<file path="src/rtl/game_round_ctrl.sv">
// Round sequencer for the LED memory game: generate -> show -> input -> settle -> score -> gap.
// Optional input timeout enabled by defining ROUND_TIMEOUT_EN.
module game_round_ctrl #(
   parameter int unsigned NUM_ROUNDS  = 10,
   parameter int unsigned PTS_PER_WIN = 10,
   parameter int unsigned SETTLE_CYC  = 4,
   parameter int unsigned RST_CYC     = 2,
   parameter int unsigned GAP_CYC     = 500,
   parameter int unsigned TIMEOUT_CYC = 5000
) (
   input  logic       clk,
   input  logic       rst,
   input  logic       level_valid,
   input  logic       gen_done,
   input  logic       show_done,
   input  logic       inp_done,
   input  logic       round_win,
   output logic       gen_start,
   output logic       show_en,
   output logic       inp_en,
   output logic       sub_rst,
   output logic [4:0] round_count,
   output logic [4:0] answer_count,
   output logic [6:0] score,
   output logic       game_over,
   output logic [2:0] state
);

   typedef enum logic [2:0] {
      S_IDLE   = 3'd0,
      S_GEN    = 3'd1,
      S_SHOW   = 3'd2,
      S_INPUT  = 3'd3,
      S_SETTLE = 3'd4,
      S_SCORE  = 3'd5,
      S_GAP    = 3'd6,
      S_DONE   = 3'd7
   } state_t;

   localparam int unsigned SET_W = $clog2(SETTLE_CYC + 1);
   localparam int unsigned GAP_W = $clog2(GAP_CYC + 1);

   if (NUM_ROUNDS < 1 || NUM_ROUNDS > 31 || SETTLE_CYC < 1 ||
       GAP_CYC < RST_CYC + 1 || TIMEOUT_CYC < 1) begin : g_bad_params
      $error("game_round_ctrl: parameter out of range");
   end

   state_t           st;
   logic [SET_W-1:0] settle_cnt;
   logic [GAP_W-1:0] gap_cnt;
   logic             gen_issued;
   logic             win_q;
   logic [15:0]      prod;
   logic [6:0]       score_next;

`ifdef ROUND_TIMEOUT_EN
   localparam int unsigned TO_W = $clog2(TIMEOUT_CYC + 1);
   logic [TO_W-1:0] to_cnt;
`endif

   always_comb begin
      prod       = 16'(answer_count) * 16'(PTS_PER_WIN);
      score_next = (prod > 16'd127) ? 7'd127 : prod[6:0];
   end

   assign state = st;

   always_ff @(posedge clk) begin
      if (rst) begin
         st           <= S_IDLE;
         settle_cnt   <= '0;
         gap_cnt      <= '0;
         gen_issued   <= 1'b0;
         win_q        <= 1'b0;
         round_count  <= '0;
         answer_count <= '0;
         score        <= '0;
         gen_start    <= 1'b0;
         show_en      <= 1'b0;
         inp_en       <= 1'b0;
         sub_rst      <= 1'b1;
         game_over    <= 1'b0;
`ifdef ROUND_TIMEOUT_EN
         to_cnt       <= '0;
`endif
      end else begin
         // Moore outputs are registered from the current state, so they trail it by one cycle
         gen_start <= (st == S_GEN) && !gen_issued;
         show_en   <= (st == S_SHOW);
         inp_en    <= (st == S_INPUT) || (st == S_SETTLE);
         sub_rst   <= (st == S_IDLE) || (st == S_DONE) ||
                      ((st == S_GAP) && (gap_cnt < GAP_W'(RST_CYC)));
         game_over <= (st == S_DONE);
         score     <= score_next;

         case (st)
            S_IDLE: begin
               if (level_valid) begin
                  st         <= S_GEN;
                  gen_issued <= 1'b0;
               end
            end
            S_GEN: begin
               // gen_done is only honoured once the start pulse has gone out
               if (!gen_issued) gen_issued <= 1'b1;
               else if (gen_done) st <= S_SHOW;
            end
            S_SHOW: begin
               if (show_done) begin
                  st <= S_INPUT;
`ifdef ROUND_TIMEOUT_EN
                  to_cnt <= '0;
`endif
               end
            end
            S_INPUT: begin
               if (inp_done) begin
                  st         <= S_SETTLE;
                  settle_cnt <= '0;
               end
`ifdef ROUND_TIMEOUT_EN
               else if (to_cnt == TO_W'(TIMEOUT_CYC - 1)) begin
                  st    <= S_SCORE;
                  win_q <= 1'b0;
               end else begin
                  to_cnt <= to_cnt + 1'b1;
               end
`endif
            end
            S_SETTLE: begin
               if (settle_cnt == SET_W'(SETTLE_CYC - 1)) begin
                  win_q <= round_win;
                  st    <= S_SCORE;
               end else begin
                  settle_cnt <= settle_cnt + 1'b1;
               end
            end
            S_SCORE: begin
               round_count  <= round_count + 5'd1;
               answer_count <= answer_count + {4'b0000, win_q};
               gap_cnt      <= '0;
               st           <= S_GAP;
            end
            S_GAP: begin
               if (gap_cnt == GAP_W'(GAP_CYC - 1)) begin
                  st         <= (round_count == 5'(NUM_ROUNDS)) ? S_DONE : S_GEN;
                  gen_issued <= 1'b0;
               end else begin
                  gap_cnt <= gap_cnt + 1'b1;
               end
            end
            S_DONE: begin
            end
            default: st <= S_IDLE;
         endcase
      end
   end

endmodule

</file>
<file path="config.mk">
export PLATFORM = sky130hd
export DESIGN_NAME = game_round_ctrl
export DESIGN_NICKNAME = d
export VERILOG_FILES = /design/src/rtl/game_round_ctrl.sv
export SDC_FILE = /design/constraint.sdc
export NUM_CORES = 1
export LEC_CHECK = 0
export ABC_CLOCK_PERIOD_IN_PS = 4270
export CAP_MARGIN = 20
export CORE_MARGIN = 4
export CORE_UTILIZATION = 50
export CTS_CLUSTER_DIAMETER = 80
export DETAILED_ROUTE_END_ITERATION = 8
export GPL_TIMING_DRIVEN = 0
export HOLD_SLACK_MARGIN = 0.08
export PLACE_DENSITY = 0.75
export SLEW_MARGIN = 20
export SYNTH_ARGS = -nofsm -noshare
export SYNTH_HDL_FRONTEND = slang
export SYNTH_SLANG_ARGS = --single-unit
</file>
<file path="constraint.sdc">
create_clock -name clk -period 4.27 [get_ports clk]
set_input_delay 1.0675 -clock clk [delete_from_list [all_inputs] [get_ports clk]]
set_output_delay 1.0675 -clock clk [all_outputs]
set_load 0.05 [all_outputs]
</file>
==> results of run 1 <==
==> metrics by stage <==
| stage | power, mW | hold WS [ns] | area (sq um) |
|---|---|---|---|
| 2_1_floorplan | 0.549 | 0.434 | 2050 |
| 3_3_place_gp | 0.610 | 0.459 | 2430 |
| 3_5_place_dp | 0.611 | 0.463 | 2430 |
| 4_1_cts | 0.838 | 0.474 | 2500 |
| 5_1_grt | 0.876 | 0.514 | 2500 |
| 6_report | 0.833 | 0.475 | 2500 |
==> cell families (layout without fill, tap and decap cells) <==
kind of cell / count (synthesis) / in the layout / synth area share
compound gates: 62 / 62 / 0.199
xor+xnor: 3 / 3 / 0.0128
fa+ha+maj: 14 / 14 / 0.0890
buf+inv: 23 / 60 / 0.0451
flops: 39 / 39 / 0.380
mux: 4 / 4 / 0.0207
simple gates: 86 / 86 / 0.253
==> layer usage <==
layer / track usage / vias to the layer above
li1: - / 948
met2: 0.289 / 41
met1: 0.258 / 880
met3: 0.0457 / 8
met4: 0.0647 / 0
met5: 0 / -
==> power groups by stage <==
stage / clock network, mW / registers, mW / logic (mW)
3_5_place_dp: 0 / 0.407 / 0.204
5_1_grt: 0.251 / 0.401 / 0.225
6_report: 0.226 / 0.399 / 0.208
3_3_place_gp: 0 / 0.407 / 0.203
4_1_cts: 0.233 / 0.399 / 0.206
2_1_floorplan: 0 / 0.450 / 0.0986
==> cell usage in the layout, fill, tap and decap left out, types with 5 or more instances in the layout <==
cell type	n
a21oi_1	22
clkdlybuf4s50_1	31
ha_1	13
nand3_1	6
a2111oi_0	5
a211oi_1	6
clkbuf_8	5
clkbuf_1	7
inv_1	10
nand2_1	17
nor4bb_1	5
nor2b_1	6
or3_1	5
nor2_1	11
dfxtp_1	39
o31ai_1	5
or4_1	5
o21ai_0	8
buf_2	5
==> area by class of cell <==
class | instances | area (sq um)
plain buffers | 13 | 55.1
clock buffers | 6 | 72.6
fillers | 365 | 1500
inverters | 10 | 37.5
multi-input cells | 169 | 1180
flip-flops and latches | 39 | 781
well taps | 50 | 62.6
repair buffers | 31 | 310
==> flip-flops by register name, indices dropped and copies added, names as in the netlist <==
name,cells
gap_cnt,9
score,7
answer_count,5
round_count,5
settle_cnt,3
state,3
game_over,1
gen_issued,1
gen_start,1
inp_en,1
show_en,1
sub_rst,1
win_q,1
==> final timing paths <==
check,startpoint,endpoint,slack [ns],depth (start not counted)
hold / removal,settle_cnt[2],settle_cnt[2],0.47,2
setup reg to reg,answer_count[1],score[5],2.20,7
hold reg to reg,settle_cnt[2],settle_cnt[2],0.47,2
setup / recovery,state[1],state[1],1.51,1
==> run_results.csv, run 1 <==
group,metric,value,unit
detailed_routing,first_iter_violations,140,
timing,worstMarginPinSlew,0.551,ns
setup_path,cp_cell_sequence,"clkdlybuf4s50_1",
clock_network,htreeDepth,2,
yosys,synth_area_leaders,"dfxtp_1 (38%), ha_1 (7.9%), a21oi_1 (5.4%), nand2_1 (3.1%), nor4bb_1 (2.4%)",
timing,max_freq,362,MHz
clock_network,cts.sinks,39,
placed_design,dp_cells,312,
yosys,synth-edff-count,0,
die,start_util,0.513,
global_routing,grt_pass1_wl,7.89,mm
die,ios,32,
cells_and_area,synthToLayoutAreaGrowth,21.7,%
die,core,0.00400,sq mm
timing,finalCritPeriodShare,0.646,
timing,finalWorstSetupSlack,1.51,ns
clock_network,cts_resized,0,
yosys,synth_area,0.00205,sq mm
clock_network,hold_buffers,0,
setup_path,worstPathArrival,1.69,ns
timing,finalHoldViolCount,0,
yosys,synth_commonest_cells,"dfxtp_1 (39), a21oi_1 (22), nand2_1 (17)",
pwr,switching_share,0.322,
setup_path,worstPathRequired,3.20,ns
run_status,status,"completed",
detailed_routing,drtAntennaViolNets,0,
clock_network,cts_made_buffers,5,
yosys,syn_nets,252,
clock_network,insertion_delay,0.28,ns
yosys,yosysWarnings,0,
pwr,ir_worst_vdd,0.202,mV
timing,slew_headroom,0.633,
die,die-area,0.00520,sq mm
global_routing,grt_pass1_vias,1717,
timing,fin_crit,2.76,ns
pwr,pwr-share-seq,0.479,
yosys,ys_seq_area_frac,0.380,
global_routing,grt.total_usage,0.188,
die,die_h,72.1,um
yosys,synth_top_cell_by_area,"dfxtp_1",
cells_and_area,antenna_cells,0,
detailed_routing,drt_wl_total,4.65,mm
yosys,synth_most_common_cell,"dfxtp_1",
die,rows,23,
setup_path,cp-start-kind,"register",
cells_and_area,final_cells,318,
setup_path,crit_slowest_cell,"clkdlybuf4s50_1",
pwr,switching_power,268,uW
timing,final_max_slew_viol_count,0,
clock_network,cts.path.max_buffers,2,
yosys,async_reset_ff_frac,0,
clock_network,cts_tree,"done",
detailed_routing,wl_met3,188,um
pwr,leakage,0.879,nW
clock_network,cts_setup_buffers,0,
job,drv_cap,0,
detailed_routing,wl_met2,2.09,mm
setup_path,slowest_delay,0.87,ns
setup_path,path_class,"register to primary output",
clock_network,root_buffer,"clkbuf_8",
setup_path,worstPathMaxFanout,10,
global_routing,grt_overflow,0,
timing,finalSetupViolCount,0,
detailed_routing,vias,1877,
global_routing,antenna_found_initial,0,
clock_network,cts.clk_slew.worst_paths,0.07,ns
setup_path,worstSetupEndpointType,"primary output",
pwr,powerDensity,333,mW/mm^2
detailed_routing,routedWlPerCell,14.6,um
timing,setup-tns-final,0,ns
cells_and_area,final_layout_size_suffix_gt1_frac,0.0560,
yosys,syn-mean-instance-area,8.89,sq um
timing,skew,0.00652,ns
pwr,internal-power,565,uW
yosys,syn_inst,231,
placed_design,pre_cts_slack,1.51,ns
cells_and_area,nets,290,
detailed_routing,viasPerCell,5.90,
detailed_routing,route.top_layer_used,"met4",
global_routing,grt_max_degree,11,
yosys,synthFlopType,"dfxtp_1",
setup_path,worst-path-buf-inv,1,
yosys,synth_top_area_frac,0.380,
placed_design,place.gp.congestion,0.905,
yosys,synthDistinctLibCells,49,
yosys,synth-seq-cells,39,
detailed_routing,drtPass1Iterations,4,
setup_path,crit_family,"buffers and inverters",
die,die_w,72.1,um
detailed_routing,drc_errors,0,
timing,rsz0062_at_grt,"no",
detailed_routing,met1Wirelength,2.31,mm
placed_design,io_buffers,31,
placed_design,place_hpwl,3.32,mm
hold_path,hp-class,"register to register",
pwr,p_comb_frac,0.249,
pwr,power_frac_clock,0.271,
cells_and_area,utilization,0.625,
No activity file was read; power rests on OpenSTA's default activity.
==> run 2: changes to the inputs <==
--- a/config.mk
+++ b/config.mk
@@ -5,10 +5,10 @@
 export SDC_FILE = /design/constraint.sdc
 export NUM_CORES = 1
 export LEC_CHECK = 0
-export ABC_CLOCK_PERIOD_IN_PS = 4270
+export ABC_CLOCK_PERIOD_IN_PS = 2400
 export CAP_MARGIN = 20
 export CORE_MARGIN = 4
-export CORE_UTILIZATION = 50
+export CORE_UTILIZATION = 48
 export CTS_CLUSTER_DIAMETER = 80
 export DETAILED_ROUTE_END_ITERATION = 8
 export GPL_TIMING_DRIVEN = 0
==> constraint.sdc (replaced) <==
create_clock -name clk -period 2.4 [get_ports clk]
set_input_delay 0.6 -clock clk [delete_from_list [all_inputs] [get_ports clk]]
set_output_delay 0.6 -clock clk [all_outputs]
set_load 0.05 [all_outputs]
==> run_results.csv, run 2 (synthesis results as in run 1) <==
group,metric,value,unit
clock_network,htreeDepth,2,
hold_path,min_from,"settle_cnt[2]",
setup_path,slowest_delay,0.87,ns
detailed_routing,drt_wl_total,4.68,mm
run_status,status,"completed",
pwr,leakage,0.893,nW
detailed_routing,viasPerCell,5.88,
die,ios,32,
hold_path,hp-class,"register to register",
cells_and_area,seq_area,781,sq um
global_routing,antenna_found_initial,0,
global_routing,grt_pass1_vias,1732,
clock_network,root_buffer,"clkbuf_8",
clock_network,cts_setup_buffers,0,
timing,skew,0.00671,ns
pwr,finalPower,1.57,mW
setup_path,worstPathArrival,1.69,ns
clock_network,cts_tree,"done",
clock_network,cts_resized,0,
timing,rsz0062_at_grt,"no",
detailed_routing,first_iter_violations,161,
cells_and_area,synthToLayoutAreaGrowth,23.0,%
clock_network,cts.clk_slew.worst_paths,0.08,ns
pwr,powerDensity,620,mW/mm^2
cells_and_area,nets,290,
die,start_util,0.506,
cells_and_area,final_common_cell,"dfxtp_1",
placed_design,place_hpwl,3.41,mm
timing,finalCritPeriodShare,0.952,
timing,fin_crit,2.29,ns
global_routing,grt_pass1_wl,7.95,mm
timing,slew_headroom,0.638,
cells_and_area,utilization,0.623,
global_routing,grt_max_degree,12,
setup_path,crit_path_start,"state[1]",
clock_network,cts_made_buffers,5,
cells_and_area,multiInputGateArea,0.00118,sq mm
cells_and_area,reg.largest.list,"gap_cnt: 9 flops, score: 7 flops",
setup_path,crit_slowest_cell,"clkdlybuf4s50_1",
timing,setup-tns-final,0,ns
setup_path,path_class,"register to primary output",
placed_design,io_buffers,31,
setup_path,crit_family,"buffers and inverters",
detailed_routing,drtAntennaViolNets,0,
setup_path,cp_cell_sequence,"clkdlybuf4s50_1",
setup_path,worstPathMaxFanout,10,
global_routing,grt.total_usage,0.187,
setup_path,rrSetupSlack,0.31,ns
die,die_w,73.4,um
global_routing,grt_overflow,0,
pwr,ir_worst_vdd,0.318,mV
setup_path,cp-start-kind,"register",
cells_and_area,largest_reg_flops,9,
cells_and_area,regMostFlops,"gap_cnt",
timing,max_freq,438,MHz
setup_path,worst-path-buf-inv,1,
detailed_routing,drc_errors,0,
die,rows,23,
die,die-area,0.00539,sq mm
setup_path,worstSetupEndpointType,"primary output",
cells_and_area,final_layout_size_suffix_gt1_frac,0.0630,
clock_network,cts.sinks,39,
setup_path,worstPathRequired,1.80,ns
die,core,0.00406,sq mm
job,drv_cap,0,
detailed_routing,drtPass1Iterations,4,
setup_path,r2r-start,"answer_count[1]",
clock_network,cts.path.max_buffers,2,
clock_network,hold_buffers,0,
clock_network,insertion_delay,0.30,ns
detailed_routing,vias,1881,
setup_path,reg2reg_depth,7,
timing,final_max_slew_viol_count,0,
timing,finalSetupViolCount,0,
cells_and_area,antenna_cells,0,
hold_path,min_to,"settle_cnt[2]",
timing,worstMarginPinSlew,0.536,ns
cells_and_area,layout_common_cells,"dfxtp_1 (39), clkdlybuf4s50_1 (31), a21oi_1 (22), nand2_1 (17), ha_1 (13)",
placed_design,place.gp.congestion,0.875,
die,die_h,73.4,um
hold_path,worstHoldPathCells,2,
timing,finalHoldViolCount,0,
setup_path,rr_endpoint,"score[5]",
detailed_routing,routedWlPerCell,14.6,um
cells_and_area,nFillCells,360,
## run 2: cell types whose count changed in the layout (fill, tap and decap cells not counted)
cell / change
clkbuf_8: +2
## run 2: final cells by class
| type | instances | share of cell area |
|---|---|---|
| buffer | 13 | 0.0218 |
| clock buffer | 8 | 0.0396 |
| inverter | 10 | 0.0149 |
| multi-input combinational | 169 | 0.467 |
| sequential | 39 | 0.309 |
| tap | 50 | 0.0248 |
| timing repair buffer | 31 | 0.123 |
## run 2: power by group
group | leakage, nW | switching, mW | internal (mW) | total [mW]
combinational | 0.527 | 0.233 | 0.134 | 0.366
sequential | 0.315 | 0.0310 | 0.677 | 0.708
clock | 0.0515 | 0.229 | 0.262 | 0.491
total | 0.893 | 0.492 | 1.07 | 1.57
## run 2: through the flow
| stage | instance area [sq um] | worst slack, ns | hold slack [ns] | cells |
|---|---|---|---|---|
| 5_1_grt | 2530 | 0.0452 | 0.481 | 320 |
| 4_1_cts | 2530 | 0.111 | 0.477 | 320 |
| 6_report | 2530 | 0.115 | 0.475 | 320 |
| 2_1_floorplan | 2050 | 0.195 | 0.434 | 231 |
| 3_5_place_dp | 2430 | 0.0895 | 0.464 | 312 |
| 3_3_place_gp | 2430 | 0.123 | 0.461 | 312 |
## run 2: worst max path at each step
stage	endpoint	depth (start not counted)
after floorplan	score[5]	7
after global placement	score[2]	4
after detailed placement	score[1]	4
after CTS	state[1]	1
after global routing	state[1]	1
final	state[1]	1
## run 2: routing by layer
metal,up-vias,wire (um),GRT usage
met5,-,0,0
met4,0,93,0.0785
met3,10,217,0.0451
met2,43,2090,0.288
met1,874,2280,0.250
li1,954,-,-
